--- src/rtl/uart_tx_core.sv ---
// UART transmitter: start, 8 data bits LSB first, optional parity, stop.
// Ports: i_clk/i_rst, i_parallel_data/i_data_valid/i_parity_en/i_parity_type in, o_tx_out/o_busy out.
module uart_tx_core #(
  parameter int DATA_WIDTH = 8
) (
  input  logic                  i_clk,
  input  logic                  i_rst,
  input  logic [DATA_WIDTH-1:0] i_parallel_data,
  input  logic                  i_data_valid,
  input  logic                  i_parity_en,
  input  logic                  i_parity_type,
  output logic                  o_tx_out,
  output logic                  o_busy
);

  localparam int CW = (DATA_WIDTH > 1) ? $clog2(DATA_WIDTH) : 1;
  localparam logic [CW-1:0] LAST = CW'(DATA_WIDTH - 1);

  typedef enum logic [2:0] {
    IDLE,
    START,
    DATA,
    PARITY,
    STOP
  } state_t;

  state_t                r_state;
  state_t                w_state_nxt;
  logic [CW-1:0]         r_cnt;
  logic [CW-1:0]         w_cnt_nxt;
  logic [DATA_WIDTH-1:0] r_data;
  logic [DATA_WIDTH-1:0] w_data_nxt;
  logic                  r_pen;
  logic                  w_pen_nxt;
  logic                  r_ptype;
  logic                  w_ptype_nxt;
  logic                  r_tx;
  logic                  w_tx_nxt;
  logic                  r_busy;
  logic                  w_busy_nxt;

  always_ff @(posedge i_clk) begin
    if (i_rst) begin
      r_state <= IDLE;
      r_cnt   <= '0;
      r_data  <= '0;
      r_pen   <= 1'b0;
      r_ptype <= 1'b0;
      r_tx    <= 1'b1;
      r_busy  <= 1'b0;
    end else begin
      r_state <= w_state_nxt;
      r_cnt   <= w_cnt_nxt;
      r_data  <= w_data_nxt;
      r_pen   <= w_pen_nxt;
      r_ptype <= w_ptype_nxt;
      r_tx    <= w_tx_nxt;
      r_busy  <= w_busy_nxt;
    end
  end

  always_comb begin
    w_state_nxt = r_state;
    w_cnt_nxt   = r_cnt;
    w_data_nxt  = r_data;
    w_pen_nxt   = r_pen;
    w_ptype_nxt = r_ptype;
    unique case (r_state)
      IDLE: begin
        if (i_data_valid) begin
          w_state_nxt = START;
          w_data_nxt  = i_parallel_data;
          w_pen_nxt   = i_parity_en;
          w_ptype_nxt = i_parity_type;
        end
      end
      START: begin
        w_state_nxt = DATA;
        w_cnt_nxt   = '0;
      end
      DATA: begin
        if (r_cnt == LAST) begin
          w_state_nxt = r_pen ? PARITY : STOP;
        end else begin
          w_cnt_nxt = r_cnt + 1'b1;
        end
      end
      PARITY: w_state_nxt = STOP;
      STOP:   w_state_nxt = IDLE;
      default: w_state_nxt = IDLE;
    endcase
  end

  // Line level is decoded from the upcoming state so the pin
  // comes straight from a flop and changes only on the clock edge.
  always_comb begin
    w_tx_nxt   = 1'b1;
    w_busy_nxt = (w_state_nxt != IDLE);
    unique case (w_state_nxt)
      START:   w_tx_nxt = 1'b0;
      DATA:    w_tx_nxt = w_data_nxt[w_cnt_nxt];
      PARITY:  w_tx_nxt = (^w_data_nxt) ^ w_ptype_nxt;
      default: w_tx_nxt = 1'b1;
    endcase
  end

  assign o_tx_out = r_tx;
  assign o_busy   = r_busy;

endmodule

--- config.mk ---
export PLATFORM = sky130hd
export DESIGN_NAME = uart_tx_core
export DESIGN_NICKNAME = d
export VERILOG_FILES = /design/src/rtl/uart_tx_core.sv
export SDC_FILE = /design/constraint.sdc
export NUM_CORES = 1
export LEC_CHECK = 0
export ABC_AREA = 1
export CAP_MARGIN = 40
export CORE_ASPECT_RATIO = 1.1
export CORE_MARGIN = 2
export CORE_UTILIZATION = 54
export CTS_CLUSTER_SIZE = 14
export DETAILED_ROUTE_END_ITERATION = 8
export PLACE_DENSITY = 0.82
export SLEW_MARGIN = 20
export SYNTH_ARGS = -nofsm -noshare
export SYNTH_HDL_FRONTEND = slang
export SYNTH_SLANG_ARGS = --single-unit
--- constraint.sdc ---
create_clock -name i_clk -period 1.7 [get_ports i_clk]
set_input_delay 0.34 -clock i_clk [delete_from_list [all_inputs] [get_ports i_clk]]
set_output_delay 0.34 -clock i_clk [all_outputs]
set_load 0.02 [all_outputs]
### Word level (Yosys, flattened, before mapping)

Cells that the tools add are included.

* $add $sub $neg: 1
* $lt $le $gt $ge: 1
* equal/unequal tests: 7
* multiplexer cells: 13
* bitwise operators: 1
* reductions and logical operators: 4

Operators with widths (count)
* $mux W8: 2
* $eq A3 B2 Y1 const B: 4
* $mux W3: 4
* $pmux W3 S4: 1
* $reduce_xor A8 Y1: 1
* $eq A3 B1 Y1 const B: 2
* $pmux W3 S2: 1
* $lt A3 B4 Y1 const B: 1
* $add A3 B1 Y3 const B: 1
* $bmux W1 S3: 1
* $eq A3 B3 Y1 const B: 1
* $logic_not A3 Y1: 1
* $mux W1: 3
* $pmux W1 S3: 1
* $reduce_bool A3 Y1: 1
* $reduce_and A2 Y1: 1
* $xor A1 B1 Y1: 1

* flip-flop bits (word level): 18
* bits of input ports: 13
* logic and storage cells: 34

### Longest topological paths before layout

* word-level depth: 6
* gate-level depth with buffers: 15

### Least setup slack after synthesis

OpenSTA, ideal clock, no wires.

* path kind: flip-flop to flip-flop
* start point: register r_cnt[0]
* end point: register r_tx (netlist: o_tx_out)
* data arrival time: 1393 ps
* setup slack: 194 ps
* stages on the path, launching flop included: 14
* path buffers: 0
* period minus slack after synthesis: 1506 ps
* cells stage by stage: dfxtp_1 > ha_1 > nand2_1 > nand3_1 > nand2_1 > nand2_1 > nand2_1 > nand3_1 > nand3_1 > nand3_1 > nand2_1 > inv_1 > nand2_1 > nand2_1

* word-level cells in the longest chain between the ends: 6
* elaborated cells on any way between the ends: 12
* those cells by class: add/sub (1); eq/ne (4); mux (7)

RTL lines
* from (decl): line 29 `logic [CW-1:0] r_cnt;`
* from (signal assigned): line 53 `r_cnt <= w_cnt_nxt;`
* $add A3 B1 Y3 or $eq A3 B3 Y1 (tied branches): line 85, 82
* $mux W3: line 82 `if (r_cnt == LAST) begin`
* $pmux W3 S2: line 68 `unique case (r_state)`
* $bmux W1 S3: line 101 `DATA: w_tx_nxt = w_data_nxt[w_cnt_nxt];`
* $mux W1 (implied by the code): line 101
* $pmux W1 S3 (*): line 99 `unique case (w_state_nxt)`
* to (signal assigned): line 57 `r_tx <= w_tx_nxt;`
* to (decl): line 37 `logic r_tx;`

Every way passes the cells marked *; elsewhere a longest branch is shown, timed or not. The select of a mux whose other input is x is not followed.
A chain may end at the register's enable or synchronous reset.

### Worst setup path after layout

* start point: register r_state[2]
* end point: register r_tx (netlist: o_tx_out)

* word-level cells in the longest chain between the ends: 5
* elaborated cells on any way between the ends: 18
* those cells by class: eq/ne (6); mux (9); bitwise (1); reduce/logical (2)

RTL lines
* from (decl): line 27 `state_t r_state;`
* from (signal assigned): line 52 `r_state <= w_state_nxt;`
* $eq A3 B2 Y1, or another cell as far along: line 68
* $pmux W3 S2 or $mux W8 (tied branches): line 68
* $bmux W1 S3 or $reduce_xor A8 Y1 (tied branches): line 101, 102
* $mux W1 (implied by the code) or $xor A1 B1 Y1 (tied branches): line 101, 102
* $pmux W1 S3 (*): line 99

Marked as above.

==> qor.json <==
{
  "max_stage_delay": {"value": 0.38, "unit": "ns"},
  "violations": {"value": "negative setup slack"},
  "hold_path.class": {"value": "flop to flop"},
  "groute.layer.met1.usage": {"value": 0.274},
  "timing.max_slew.rel_slack": {"value": 0.810},
  "final.setup_skew": {"value": 0.000595, "unit": "ns"},
  "end_kind": {"value": "flop"},
  "path_depth": {"value": 15},
  "io-pin-count": {"value": 15},
  "actual_slew_at_the_worst_max_slew_pin": {"value": 0.284, "unit": "ns"},
  "finalCritPeriodShare": {"value": 1.08},
  "timing.reg2reg.setup_slack": {"value": -0.13, "unit": "ns"},
  "layout.cells.most_common_list": {"value": "83 x sky130_fd_sc_hd__nand2_1, 26 x sky130_fd_sc_hd__inv_1, 24 x sky130_fd_sc_hd__nor2_1, 22 x sky130_fd_sc_hd__buf_4, 16 x sky130_fd_sc_hd__nand2_2"},
  "commonest_non_fill_non_tap_cell_in_the_layout": {"value": "sky130_fd_sc_hd__nand2_1"},
  "hold_viol": {"value": 0},
  "synth-warning-count": {"value": 0},
  "globalRouteMet2Util": {"value": 0.468},
  "gr_busiest_metal": {"value": "met2"},
  "met3_layer_usage_reported_by_global_route": {"value": 0.0250},
  "unrepaired_setup_endpoints_after_global_routing": {"value": "yes"},
  "pin_count_of_the_biggest_net_entering_global_routing": {"value": 22},
  "seq_area_frac_synth": {"value": 0.295},
  "drcViolationCount": {"value": 0},
  "cts_tree": {"value": "yes"},
  "start_util": {"value": 0.560},
  "cp_data_required_time": {"value": 1.92, "unit": "ns"},
  "area_growth": {"value": 49.6, "unit": "%"},
  "post_synth_inst_count": {"value": 222},
  "route.vias.total": {"value": 1569},
  "hp-start": {"value": "r_pen"},
  "timing.critical_path.slowest_stage_cell": {"value": "sky130_fd_sc_hd__dfxtp_4"},
  "drt-pass1-iter-count": {"value": 5},
  "crit_top_cell": {"value": "sky130_fd_sc_hd__nand2_1"},
  "initialDrtViolationCount": {"value": 89},
  "outcome": {"value": "complete, but fails checks"},
  "path_clk_slew": {"value": 0.11, "unit": "ns"},
  "compound_gate_fraction_of_synth_area": {"value": 0.0686},
  "timing_max_transition_violations_final": {"value": 0},
  "hold_buffers_post_cts": {"value": 0},
  "postLayoutSetupSlackWorst": {"value": -0.131, "unit": "ns"},
  "fmaxAchievable": {"value": 546, "unit": "MHz"},
  "ys_seq_elements": {"value": 18},
  "vias_per_cell": {"value": 5.35},
  "clk-insertion-delay-late": {"value": 0.31, "unit": "ns"},
  "globalRoute.totalOverflow": {"value": 0},
  "p_leak": {"value": 0.977, "unit": "nW"},
  "number_of_global_route_vias_before_repair": {"value": 1214},
  "setup_viol_count_final": {"value": 1},
  "dieWidth": {"value": 49.4, "unit": "µm"},
  "worstRegToRegCells": {"value": 15},
  "nets_in_the_synthesized_netlist": {"value": 236},
  "share_of_synthesized_cell_area_in_full_adder_half_adder_and_majority_cells": {"value": 0.0102},
  "floorplan.die.height": {"value": 53.9, "unit": "µm"},
  "final_nets": {"value": 278},
  "layout-drive-gt1-share": {"value": 0.304},
  "combinational_family_with_the_most_area_after_synthesis": {"value": "simple AND/OR/NAND/NOR gates"},
  "crit_chain": {"value": "nor2_4, buf_6, nand2_4, nand2_2, nand2_1, nand2_1, nand2_1, nand2_1, nand2_1, nand2_1, nand2_1, nand2_2, nand3_1, nand2_1, nand2_1"},
  "root_buffer_selected_by_cts": {"value": "sky130_fd_sc_hd__clkbuf_4"},
  "yosys-mux-area-fraction": {"value": 0},
  "power.ir.vdd_worst": {"value": 0.749, "unit": "mV"},
  "antenna_found_initial": {"value": 0},
  "cts_sinks": {"value": 18},
  "critical_path.top_delay_family": {"value": "simple AND/OR/NAND/NOR gates"},
  "drt.antenna.violating_nets": {"value": 0},
  "setup.worst_path.start_class": {"value": "flop"},
  "post-route-util": {"value": 0.837},
  "clock_tree.buffer_depth": {"value": 2},
  "worstPathArrival": {"value": 2.05, "unit": "ns"},
  "total_of_fill_cells_in_the_finished_design": {"value": 143},
  "row_count": {"value": 18},
  "numCtsBuffers": {"value": 3},
  "placement.io_buffers": {"value": 14},
  "dp_hpwl": {"value": 2.15, "unit": "mm"},
  "synthesis.area": {"value": 1220, "unit": "µm²"},
  "h-tree-depth": {"value": 1},
  "total_power": {"value": 0.00147, "unit": "W"},
  "antennaDiodeCount": {"value": 0},
  "rr_endpoint": {"value": "o_tx_out"},
  "cp_max_fo": {"value": 10},
  "buffers_and_inverters_on_the_worst_path": {"value": 1},
  "hold_depth": {"value": 2},
  "synth_simple_gate_area_share": {"value": 0.494},
  "route.detailed.wl_per_inst": {"value": 13.5, "unit": "µm"},
  "design.die.area": {"value": 2660, "unit": "µm²"},
  "min_to": {"value": "r_pen"},
  "layout_min_cycle_time": {"value": 1.83, "unit": "ns"},
  "syn-mean-instance-area": {"value": 5.51, "unit": "µm²"},
  "synth.lib_cells_used.distinct": {"value": 18},
  "wirelength": {"value": 3.95, "unit": "mm"},
  "worstSetupPathType": {"value": "flop to flop"},
  "powerDensity": {"value": 804, "unit": "nW/µm²"},
  "synth_xor_area_frac": {"value": 0},
  "grt_first_pass_wirelength": {"value": 4.85, "unit": "mm"},
  "reg2reg_from": {"value": "r_state[2]"},
  "max_capacitance_violation_total": {"value": 0},
  "grt_usage": {"value": 0.242},
  "fp.coreArea": {"value": 2180, "unit": "µm²"},
  "gp_routability_congestion": {"value": 0.881}
}
[Yosys cell counts]
library cell | n | area [µm²]
sky130_fd_sc_hd__a211oi_1 | 1 | 7.51
sky130_fd_sc_hd__a21oi_1 | 3 | 15.0
sky130_fd_sc_hd__a31oi_1 | 1 | 6.26
sky130_fd_sc_hd__buf_4 | 2 | 15.0
sky130_fd_sc_hd__buf_6 | 2 | 22.5
sky130_fd_sc_hd__clkbuf_1 | 1 | 3.75
sky130_fd_sc_hd__dfxtp_1 | 18 | 360
sky130_fd_sc_hd__ha_1 | 1 | 12.5
sky130_fd_sc_hd__inv_1 | 27 | 101
sky130_fd_sc_hd__inv_2 | 5 | 18.8
sky130_fd_sc_hd__nand2_1 | 101 | 379
sky130_fd_sc_hd__nand2_2 | 3 | 18.8
sky130_fd_sc_hd__nand3_1 | 19 | 95.1
sky130_fd_sc_hd__nor2_1 | 25 | 93.8
sky130_fd_sc_hd__nor2_2 | 1 | 6.26
sky130_fd_sc_hd__nor2_4 | 1 | 11.3
sky130_fd_sc_hd__o21ai_0 | 4 | 20.0
sky130_fd_sc_hd__o21ai_1 | 7 | 35.0
[kinds of logic after synthesis]
logic type / Yosys count
AND/OR/NAND/NOR: 150
buffers and inverters: 37
adder cells (fa/ha/maj): 1
AO/OA/AOI/OAI: 16
flip-flops: 18
[timing repair]
item | CTS | global route
cloned | 0 | 2
setup endpoints to repair | 1 | 1
hold endpoints to repair | 0 | 0
pin swaps | 0 | 16
gates resized for setup | 1 | 55
buffers inserted | 0 | 5
[final cells by class]
type	count	area [µm²]	share of cell area
multi-input cells	169	905	0.495
flip-flops and latches	18	367	0.200
repair buffers	40	362	0.198
inverters	32	123	0.0670
well taps	30	37.5	0.0205
clock buffers	4	36.3	0.0198
[per-layer routing]
layer,routed length [µm],vias up,part of all wire
li1,-,758,-
met5,0,-,0
met3,245,29,0.062
met4,230,0,0.058
met2,1930,90,0.49
met1,1540,692,0.39
[worst register-to-register path, delay by kind of cell (launching register included)]
kind	cells	cell delay, ns
and+or+nand+nor	14	1.23
DFF	1	0.38
buffers and inverters	1	0.13
[stage by stage]
stage | setup TNS, ns | hold WS (ns) | worst slack, ns | cells | area [µm²]
floorplan | 0 | 0.440 | 0.194 | 222 | 1220
global placement | -0.290 | 0.474 | -0.290 | 282 | 1530
detailed placement | -0.334 | 0.474 | -0.334 | 282 | 1530
CTS | 0 | 0.492 | 0.000986 | 286 | 1570
global route | -0.149 | 0.532 | -0.149 | 293 | 1830
finish | -0.131 | 0.488 | -0.131 | 293 | 1830
[flip-flops by register name (all words and copies together) (netlist names)]
signal and cells:
r_pen 1, r_state 3, o_tx_out 1, r_ptype 1
o_busy 1, r_cnt 3, r_data 8
[power by group]
group / internal (W) / switching [W] / total [W]
combinational: 0.000296 / 0.000404 / 0.000700
clock: 0.000131 / 0.000148 / 0.000280
sequential: 0.000461 / 0.0000301 / 0.000491
total: 0.000888 / 0.000583 / 0.00147
[worst max-delay path by stage]
stage | from | to | slack [ns]
2_1_floorplan | r_cnt[0] | o_tx_out | 0.19
3_3_place_gp | i_data_valid | o_tx_out | -0.29
3_5_place_dp | i_data_valid | o_tx_out | -0.33
4_1_cts | i_data_valid | o_tx_out | 0.001
5_1_grt | r_state[2] | o_tx_out | -0.15
6_report | r_state[2] | o_tx_out | -0.13
Power figures use the tool's default switching activity.
